[src/rtl/writeback_stage_multi_if.sv]
// Memory-to-writeback bundle: M-side instruction fields and stall/flush in, W-side
// register-file write port, forwarding data and retire count out.
interface writeback_stage_multi_if #(
  parameter int LANES = 2,
  parameter int XLEN  = 32,
  parameter int REGW  = 5,
  parameter int CNTW  = 32
);
  logic                    StallW;
  logic                    FlushW;
  logic [LANES-1:0]        ValidM;
  logic [LANES-1:0]        RegWriteM;
  logic [LANES*REGW-1:0]   RdM;
  logic [LANES*2-1:0]      ResultSrcM;
  logic [LANES*3-1:0]      LoadTypeM;
  logic [LANES*XLEN-1:0]   ALUResultM;
  logic [LANES*XLEN-1:0]   ReadDataM;
  logic [LANES*XLEN-1:0]   PCPlus4M;

  logic [LANES-1:0]        ValidW;
  logic [LANES-1:0]        RegWriteW;
  logic [LANES*REGW-1:0]   RdW;
  logic [LANES*XLEN-1:0]   ResultW;
  logic [CNTW-1:0]         RetireCount;

  modport master (
    output StallW, FlushW, ValidM, RegWriteM, RdM, ResultSrcM, LoadTypeM,
           ALUResultM, ReadDataM, PCPlus4M,
    input  ValidW, RegWriteW, RdW, ResultW, RetireCount
  );

  modport slave (
    input  StallW, FlushW, ValidM, RegWriteM, RdM, ResultSrcM, LoadTypeM,
           ALUResultM, ReadDataM, PCPlus4M,
    output ValidW, RegWriteW, RdW, ResultW, RetireCount
  );
endinterface

[src/rtl/writeback_stage_multi.sv]
// N-lane MEM/WB register with load extension, result select, x0 / same-rd write
// suppression (youngest lane wins) and a retired-instruction counter. One cycle M->W.
module writeback_stage_multi #(
  parameter int LANES = 2,
  parameter int XLEN  = 32,
  parameter int REGW  = 5,
  parameter int CNTW  = 32
) (
  input  logic                   clk,
  input  logic                   rst_n,
  writeback_stage_multi_if.slave wb
);

  logic [LANES-1:0]      valid_q,    valid_d;
  logic [LANES-1:0]      regwrite_q, regwrite_d;
  logic [LANES*REGW-1:0] rd_q,       rd_d;
  logic [LANES*2-1:0]    src_q,      src_d;
  logic [LANES*3-1:0]    ltype_q,    ltype_d;
  logic [LANES*XLEN-1:0] alu_q,      alu_d;
  logic [LANES*XLEN-1:0] rdata_q,    rdata_d;
  logic [LANES*XLEN-1:0] pc4_q,      pc4_d;
  logic [CNTW-1:0]       count_q,    count_d;

  logic [LANES-1:0]      killed;
  logic [LANES-1:0]      regwrite_w;
  logic [LANES*XLEN-1:0] result_w;

  function automatic logic [CNTW-1:0] popcount(input logic [LANES-1:0] v);
    logic [CNTW-1:0] n;
    n = '0;
    for (int i = 0; i < LANES; i++) n = n + CNTW'(v[i]);
    return n;
  endfunction

  // Offset comes from the low address bits; halfwords ignore off[0].
  function automatic logic [XLEN-1:0] extend_load(input logic [2:0]      lt,
                                                  input logic [1:0]      off,
                                                  input logic [XLEN-1:0] w);
    logic [7:0]  b;
    logic [15:0] h;
    b = w[{off, 3'b000} +: 8];
    h = w[{off[1], 4'b0000} +: 16];
    case (lt)
      3'b000:  return {{(XLEN-8){b[7]}}, b};
      3'b100:  return {{(XLEN-8){1'b0}}, b};
      3'b001:  return {{(XLEN-16){h[15]}}, h};
      3'b101:  return {{(XLEN-16){1'b0}}, h};
      default: return w;
    endcase
  endfunction

  always_comb begin
    valid_d    = valid_q;
    regwrite_d = regwrite_q;
    rd_d       = rd_q;
    src_d      = src_q;
    ltype_d    = ltype_q;
    alu_d      = alu_q;
    rdata_d    = rdata_q;
    pc4_d      = pc4_q;
    count_d    = count_q;
    if (wb.FlushW) begin
      valid_d    = '0;
      regwrite_d = '0;
    end else if (!wb.StallW) begin
      valid_d    = wb.ValidM;
      regwrite_d = wb.RegWriteM;
      rd_d       = wb.RdM;
      src_d      = wb.ResultSrcM;
      ltype_d    = wb.LoadTypeM;
      alu_d      = wb.ALUResultM;
      rdata_d    = wb.ReadDataM;
      pc4_d      = wb.PCPlus4M;
      count_d    = count_q + popcount(wb.ValidM);
    end
  end

  always_ff @(posedge clk or negedge rst_n) begin
    if (!rst_n) begin
      valid_q    <= '0;
      regwrite_q <= '0;
      rd_q       <= '0;
      src_q      <= '0;
      ltype_q    <= '0;
      alu_q      <= '0;
      rdata_q    <= '0;
      pc4_q      <= '0;
      count_q    <= '0;
    end else begin
      valid_q    <= valid_d;
      regwrite_q <= regwrite_d;
      rd_q       <= rd_d;
      src_q      <= src_d;
      ltype_q    <= ltype_d;
      alu_q      <= alu_d;
      rdata_q    <= rdata_d;
      pc4_q      <= pc4_d;
      count_q    <= count_d;
    end
  end

  // A lane loses its write when any younger lane writes the same nonzero rd.
  always_comb begin
    killed = '0;
    for (int i = 0; i < LANES; i++) begin
      for (int j = i + 1; j < LANES; j++) begin
        if (valid_q[j] && regwrite_q[j] &&
            (rd_q[j*REGW +: REGW] == rd_q[i*REGW +: REGW]) &&
            (rd_q[j*REGW +: REGW] != '0))
          killed[i] = 1'b1;
      end
    end
  end

  always_comb begin
    result_w   = '0;
    regwrite_w = '0;
    for (int i = 0; i < LANES; i++) begin
      case (src_q[i*2 +: 2])
        2'b01:   result_w[i*XLEN +: XLEN] = extend_load(ltype_q[i*3 +: 3],
                                                        alu_q[i*XLEN +: 2],
                                                        rdata_q[i*XLEN +: XLEN]);
        2'b10:   result_w[i*XLEN +: XLEN] = pc4_q[i*XLEN +: XLEN];
        default: result_w[i*XLEN +: XLEN] = alu_q[i*XLEN +: XLEN];
      endcase
      regwrite_w[i] = valid_q[i] & regwrite_q[i] &
                      (rd_q[i*REGW +: REGW] != '0) & ~killed[i];
    end
  end

  assign wb.ValidW      = valid_q;
  assign wb.RegWriteW   = regwrite_w;
  assign wb.RdW         = rd_q;
  assign wb.ResultW     = result_w;
  assign wb.RetireCount = count_q;

endmodule

[src/flat_wrapper.sv]
// flat-port wrapper written by rule: the top's interface ports become plain ports
module writeback_stage_multi_flat 
#(
  parameter int LANES = 2,
  parameter int XLEN  = 32,
  parameter int REGW  = 5,
  parameter int CNTW  = 32
)
  (clk, rst_n, wb_StallW, wb_FlushW, wb_ValidM, wb_RegWriteM, wb_RdM, wb_ResultSrcM, wb_LoadTypeM, wb_ALUResultM, wb_ReadDataM, wb_PCPlus4M, wb_ValidW, wb_RegWriteW, wb_RdW, wb_ResultW, wb_RetireCount);
  writeback_stage_multi_if #(.LANES(LANES), .XLEN(XLEN), .REGW(REGW), .CNTW(CNTW)) wb_i ();
  input  logic clk;
  input  logic rst_n;
  input wire logic [$bits(wb_i.StallW)-1:0] wb_StallW;
  input wire logic [$bits(wb_i.FlushW)-1:0] wb_FlushW;
  input wire logic [$bits(wb_i.ValidM)-1:0] wb_ValidM;
  input wire logic [$bits(wb_i.RegWriteM)-1:0] wb_RegWriteM;
  input wire logic [$bits(wb_i.RdM)-1:0] wb_RdM;
  input wire logic [$bits(wb_i.ResultSrcM)-1:0] wb_ResultSrcM;
  input wire logic [$bits(wb_i.LoadTypeM)-1:0] wb_LoadTypeM;
  input wire logic [$bits(wb_i.ALUResultM)-1:0] wb_ALUResultM;
  input wire logic [$bits(wb_i.ReadDataM)-1:0] wb_ReadDataM;
  input wire logic [$bits(wb_i.PCPlus4M)-1:0] wb_PCPlus4M;
  output wire logic [$bits(wb_i.ValidW)-1:0] wb_ValidW;
  output wire logic [$bits(wb_i.RegWriteW)-1:0] wb_RegWriteW;
  output wire logic [$bits(wb_i.RdW)-1:0] wb_RdW;
  output wire logic [$bits(wb_i.ResultW)-1:0] wb_ResultW;
  output wire logic [$bits(wb_i.RetireCount)-1:0] wb_RetireCount;
  assign wb_i.StallW = wb_StallW;
  assign wb_i.FlushW = wb_FlushW;
  assign wb_i.ValidM = wb_ValidM;
  assign wb_i.RegWriteM = wb_RegWriteM;
  assign wb_i.RdM = wb_RdM;
  assign wb_i.ResultSrcM = wb_ResultSrcM;
  assign wb_i.LoadTypeM = wb_LoadTypeM;
  assign wb_i.ALUResultM = wb_ALUResultM;
  assign wb_i.ReadDataM = wb_ReadDataM;
  assign wb_i.PCPlus4M = wb_PCPlus4M;
  assign wb_ValidW = wb_i.ValidW;
  assign wb_RegWriteW = wb_i.RegWriteW;
  assign wb_RdW = wb_i.RdW;
  assign wb_ResultW = wb_i.ResultW;
  assign wb_RetireCount = wb_i.RetireCount;
  writeback_stage_multi #(.LANES(LANES), .XLEN(XLEN), .REGW(REGW), .CNTW(CNTW)) u_core (.clk(clk), .rst_n(rst_n), .wb(wb_i));
endmodule
[config.mk]
export PLATFORM = sky130hd
export DESIGN_NAME = writeback_stage_multi_flat
export DESIGN_NICKNAME = d
export VERILOG_FILES = /design/src/rtl/writeback_stage_multi_if.sv /design/src/rtl/writeback_stage_multi.sv /design/src/flat_wrapper.sv
export SDC_FILE = /design/constraint.sdc
export NUM_CORES = 1
export LEC_CHECK = 0
export ABC_CLOCK_PERIOD_IN_PS = 3900
export BUFFER_PORTS_ARGS = -buffer_cell sky130_fd_sc_hd__buf_2
export CAP_MARGIN = 20
export CORE_UTILIZATION = 50
export CTS_BUF_LIST = sky130_fd_sc_hd__clkbuf_2
export DETAILED_ROUTE_END_ITERATION = 6
export GPL_ROUTABILITY_DRIVEN = 0
export PLACE_DENSITY = 0.76
export SLEW_MARGIN = 20
export SYNTH_ARGS = -nofsm -noshare
export SYNTH_HDL_FRONTEND = slang
export SYNTH_SLANG_ARGS = --single-unit
[constraint.sdc]
create_clock -name clk -period 3.9 [get_ports clk]
set_input_delay 0.585 -clock clk [delete_from_list [all_inputs] [get_ports clk]]
set_output_delay 0.585 -clock clk [all_outputs]
set_load 0.05 [all_outputs]
After elaboration in Yosys (flattened, before gate mapping)
Cells that the tools add are included.
Storage, ports and cells
  bits in registers: 248
  output and inout port bits: 110
Cells by class
  add/subtract/negate cells: 2
  equal/unequal tests: 12
  shifts and indexed selects: 4
  mux-type cells: 9
  bitwise gates (word level): 8
  reduce and logical (&&, ||, !) cells: 8
Operators by type and width (count)
  32-bit case mux with 4 select lines: 2
  32-bit case mux with 2 select lines: 2
  32-bit by 6-bit indexed part select with 16-bit output: 2
  32-bit by 6-bit indexed part select with 8-bit output: 2
  32-bit adder: 1
  3-bit == test (second input constant): 4
  5-bit nonzero test: 2
  2-bit two-way mux: 4
  3-bit by 1-bit == test with 1-bit output (second input constant): 2
  3-bit zero test: 2
  1-bit bitwise AND: 5
  5-bit == test: 1
  2-bit by 1-bit == test with 1-bit output (second input constant): 2
  2-bit == test (second input constant): 2
  1-bit logical AND: 3
  1-bit NOT: 3
  1-bit by 1-bit adder with 2-bit output: 1
  2-bit by 1-bit inequality test with 1-bit output (second input constant): 1
  2-bit AND reduction: 1
  1-bit two-way mux: 1

Logic depth before layout (Yosys ltp)
  depth in word-level cells: 6
  gate-level depth with buffers: 8
  mapped depth without buffers: 8

Worst setup path before layout
No wires, ideal clock.
  kind: reg2out
  start point: reg u_core.src_q[0]
  end point: out wb_ResultW[18]
  data arrival time: 2.485 ns
  data required time: 3.315 ns
  path slack: 0.830 ns
  cell stages (with the launch flop): 8
  buffers on the path: 2
  cells stage by stage: dfrtp_1 > inv_1 > ha_1 > clkbuf_1 > nand2b_1 > a21o_1 > clkbuf_1 > o21ai_0
Between the ends
  longest elaborated chain between the ends: 2
RTL lines
  start, declared: RTL line writeback_stage_multi.sv:17  | logic [LANES*2-1:0] src_q, src_d;
  start signal, assigned: RTL line writeback_stage_multi.sv:93  | src_q <= src_d;
  2-bit == test / 2-bit by 1-bit == test with 1-bit output (equally long branches): RTL line writeback_stage_multi.sv:119  | case (src_q[i*2 +: 2])
  32-bit case mux with 2 select lines (*): RTL line writeback_stage_multi.sv:119
  end, declared: RTL line flat_wrapper.sv:26  | output wire logic [$bits(wb_i.ResultW)-1:0] wb_ResultW;
Every way passes the cells marked *; elsewhere a longest branch is shown, timed or not.

Worst setup path in the final report
  start point: reg u_core.src_q[0]
  end point: out wb_ResultW[7]
The elaborated chain is that of the path after synthesis.

==> out/qor.yml <==
yosys:
  synth_top_family_by_area: "simple AND/OR/NAND/NOR gates"
  async_flop_share_pct: 100
  synth-seq-cells: 248
  synth_area_leader_cell: "dfrtp_1"
  ys.flop_type: "dfrtp_1"
  syn_inst: 1474
  synth_edf_count: 0
  synthAdderAreaFrac_pct: 0.878
  synth_cell_types: 55
  synth_top_area_share_pct: 50.7
  syn_area_per_cell_um2: 8.31
  synth-simple-area-share_pct: 27.5
  syn_area_mm2: 0.0122
  synth_warnings: 0
  synth_compound_area_share_pct: 12.1
  synthTopCellsByArea: "dfrtp_1 (51%), nand2_1 (21%), a21oi_1 (3.5%), clkbuf_1 (2.7%), o221ai_1 (2.6%)"
  syn_nets: 1702
  synthMuxAreaShare_pct: 2.76
  synth_xor_area_share_pct: 2.50
  synth_seq_area_share_pct: 50.7
sta:
  skew_ps: 53.3
  drv_slew: 0
  tightestPinTransition_ps: 1060
  finalCritPeriodShare_pct: 95.4
  relSlewSlack_pct: 29.3
  rsz0062_at_grt: "no"
  fmax_ghz: 0.269
  fin_crit_ps: 3720
  hold_viol: 0
  setup_violations: 0
  fin_tns_setup_ps: 0
  whs_ps: 73.9
global_routing:
  grt_max_degree: 104
  antenna_found_initial: 4
  grt-ovfl-total: 0
  grt_pass1_vias: 13000
  globalRouteTotalUtil_pct: 33.6
  grt_pass1_wl_mm: 65.3
worst_setup_path:
  r2r_start: "u_core.wb.RetireCount[0]$_DFFE_PN0P_"
  cp_max_fo: 26
  ff2ff_path_depth: 7
  crit_end: "wb_ResultW[7]"
  crit_type: "register to primary output"
  setup.worst_path.start_class: "register"
  arrival_ps: 3140
  cp-end-kind: "primary output"
  crit_path_start: "u_core.src_q[0]$_DFFE_PN0P_"
  reg2reg_to: "u_core.wb.RetireCount[18]$_DFFE_PN0P_"
  required_ps: 3310
  regToRegSetupSlack_ps: 1330
place:
  placedCellCount: 2040
  dp_hpwl_mm: 25.6
  buffer_ports.inserted: 329
worst_hold_path:
  hold_path_class: "primary input to register"
  hp-start: "wb_ReadDataM[39]"
clock_tree:
  clk_latency_ps: 790
  cts_tree: "yes"
  clock_sinks: 248
  cts_buffer_depth: 3
  htreeDepth: 3
  root_buffer: "clkbuf_2"
  cts.clk_slew.worst_paths_ps: 90
  cts_buffers: 68
cells_and_area:
  utilization_pct: 70.6
  drive_above_1_share_pct: 23.8
  stdcell_count: 2364
  area_growth_pct: 36.9
  num-fill-cells: 1774
  nets: 2223
route:
  drtIter0Drc: 1440
  vias_per_cell: 5.53
  finalWirelength_mm: 42.3
  routedWlPerCell_um: 17.9
  dr.pass1.iters: 6
  drc: 0
  ant_nets: 0
  routed-via-count: 13100
floorplanning:
  die_h_um: 159
  boundaryPins: 330
  rows: 56
  start_util_pct: 51.6
  dieArea_mm2: 0.0251
  core_area_mm2: 0.0238
  fp.dieW_um: 159
job:
  drv_cap: 0
outcome:
  outcome: "finished clean"
power:
  p_leak_nw: 8.80
  peakVddDrop_mv: 0.347
  power_density_mw_per_mm2: 455
[layout by cell type (no fill, tap or decap), drive strengths merged, types with 4 or more instances in the layout]
cell type	instances
and4	5
a21oi	85
xnor2	23
xor2	12
clkbuf	104
nor2	29
o21ai	43
o22ai	10
nor2b	29
dlygate4sd3	204
o221ai	36
mux2i	18
mux2	10
or3b	4
a21o	9
nand3	11
a22oi	16
nand2	680
nand4	11
o2111ai	7
o22a	6
diode	5
dfrtp	248
nor3b	12
clkinv	11
nand2b	11
ha	7
buf	345
inv	14
nor3	5
[worst min path at each step]
stage / to / cells after the start
final: u_core.rdata_q[39]$_DFFE_PN0P_ / 3
after detailed placement: u_core.alu_q[39]$_DFFE_PN0P_ / 2
after global placement: u_core.alu_q[15]$_DFFE_PN0P_ / 2
after CTS: u_core.alu_q[38]$_DFFE_PN0P_ / 3
after floorplan: u_core.alu_q[0]$_DFFE_PN0P_ / 0
after global routing: u_core.wb.ValidW[1]$_DFFE_PN0P_ / 3
[report_power, final]
part           total [mW]  internal [mW]  switching (mW)
combinational        2.65          0.843            1.81
clock                1.80          0.696            1.10
sequential           3.18           2.87           0.310
total                7.63           4.41            3.22
[cells in the mapped netlist, types with 9 or more instances]
master      n
a21o_1      9
a21oi_1    85
a22oi_1    16
clkbuf_1   87
dfrtp_1   248
inv_1      12
mux2_2     10
mux2i_1    18
nand2_1   680
nand2b_1   11
nand3_1    11
nand4_1    11
nor2_1     29
nor2b_1    29
nor3b_1    12
o21ai_0    42
o221ai_1   36
o22ai_1    10
xnor2_1    23
xor2_1     12
[critical path, cell delays in order (launching register included)]
cell and delay [ps]:
dfrtp_1 370, inv_1 60, ha_1 730, buf_4 390, mux2_2 370, a41o_1 220, buf_2 210
[flip-flops by register name (all words and copies together) (netlist names)]
register and flops:
u_core.wb.RetireCount 32, u_core.ltype_q 6, u_core.alu_q 64, u_core.wb.ValidW 2
u_core.rdata_q 64, u_core.pc4_q 64, u_core.wb.RdW 10, u_core.regwrite_q 2
u_core.src_q 4
[kinds of logic after synthesis]
kind of cell	after synthesis
and+or+nand+nor	812
DFF	248
AOI/OAI and AO/OA	229
buffers and inverters	112
xor gates and xnor gates	35
muxes	30
adders and majority gates	8
[per-stage QoR]
stage               setup WS (ps)  total power [mW]  instance area, um2
floorplan                     830              4.87               12200
global route                 20.9              8.02               16800
detailed placement            719              5.62               14100
finish                        179              7.63               16800
global placement              769              5.59               14100
CTS                          4.99              7.58               16700
[layer usage]
metal	share of wire, %	track usage, %	up-vias
li1	-	-	5950
met1	38	40.3	6093
met2	47	54.8	828
met3	8.5	7.38	199
met4	6.0	21.2	0
met5	0	0	-
[cell type report]
cell class              instances  area [um2]  share of cell area (%)
diodes                          5        12.5                  0.0746
repair buffers                549        3890                    23.2
clock buffers                 104         520                    3.10
multi-input cells            1114        5630                    33.6
flip-flops and latches        248        6210                    37.0
inverters                      14        52.6                   0.313
well taps                     319         399                    2.38
clock inverters                11        43.8                   0.261
[what timing repair did]
item | CTS | global route
hold buffers | 203 | 1
endpoints found under the setup margin | 1 | 36
hold endpoints to repair | 303 | 1
buffers inserted | 0 | 0
resized for setup | 1 | 3
No activity file was read; power rests on OpenSTA's default activity.
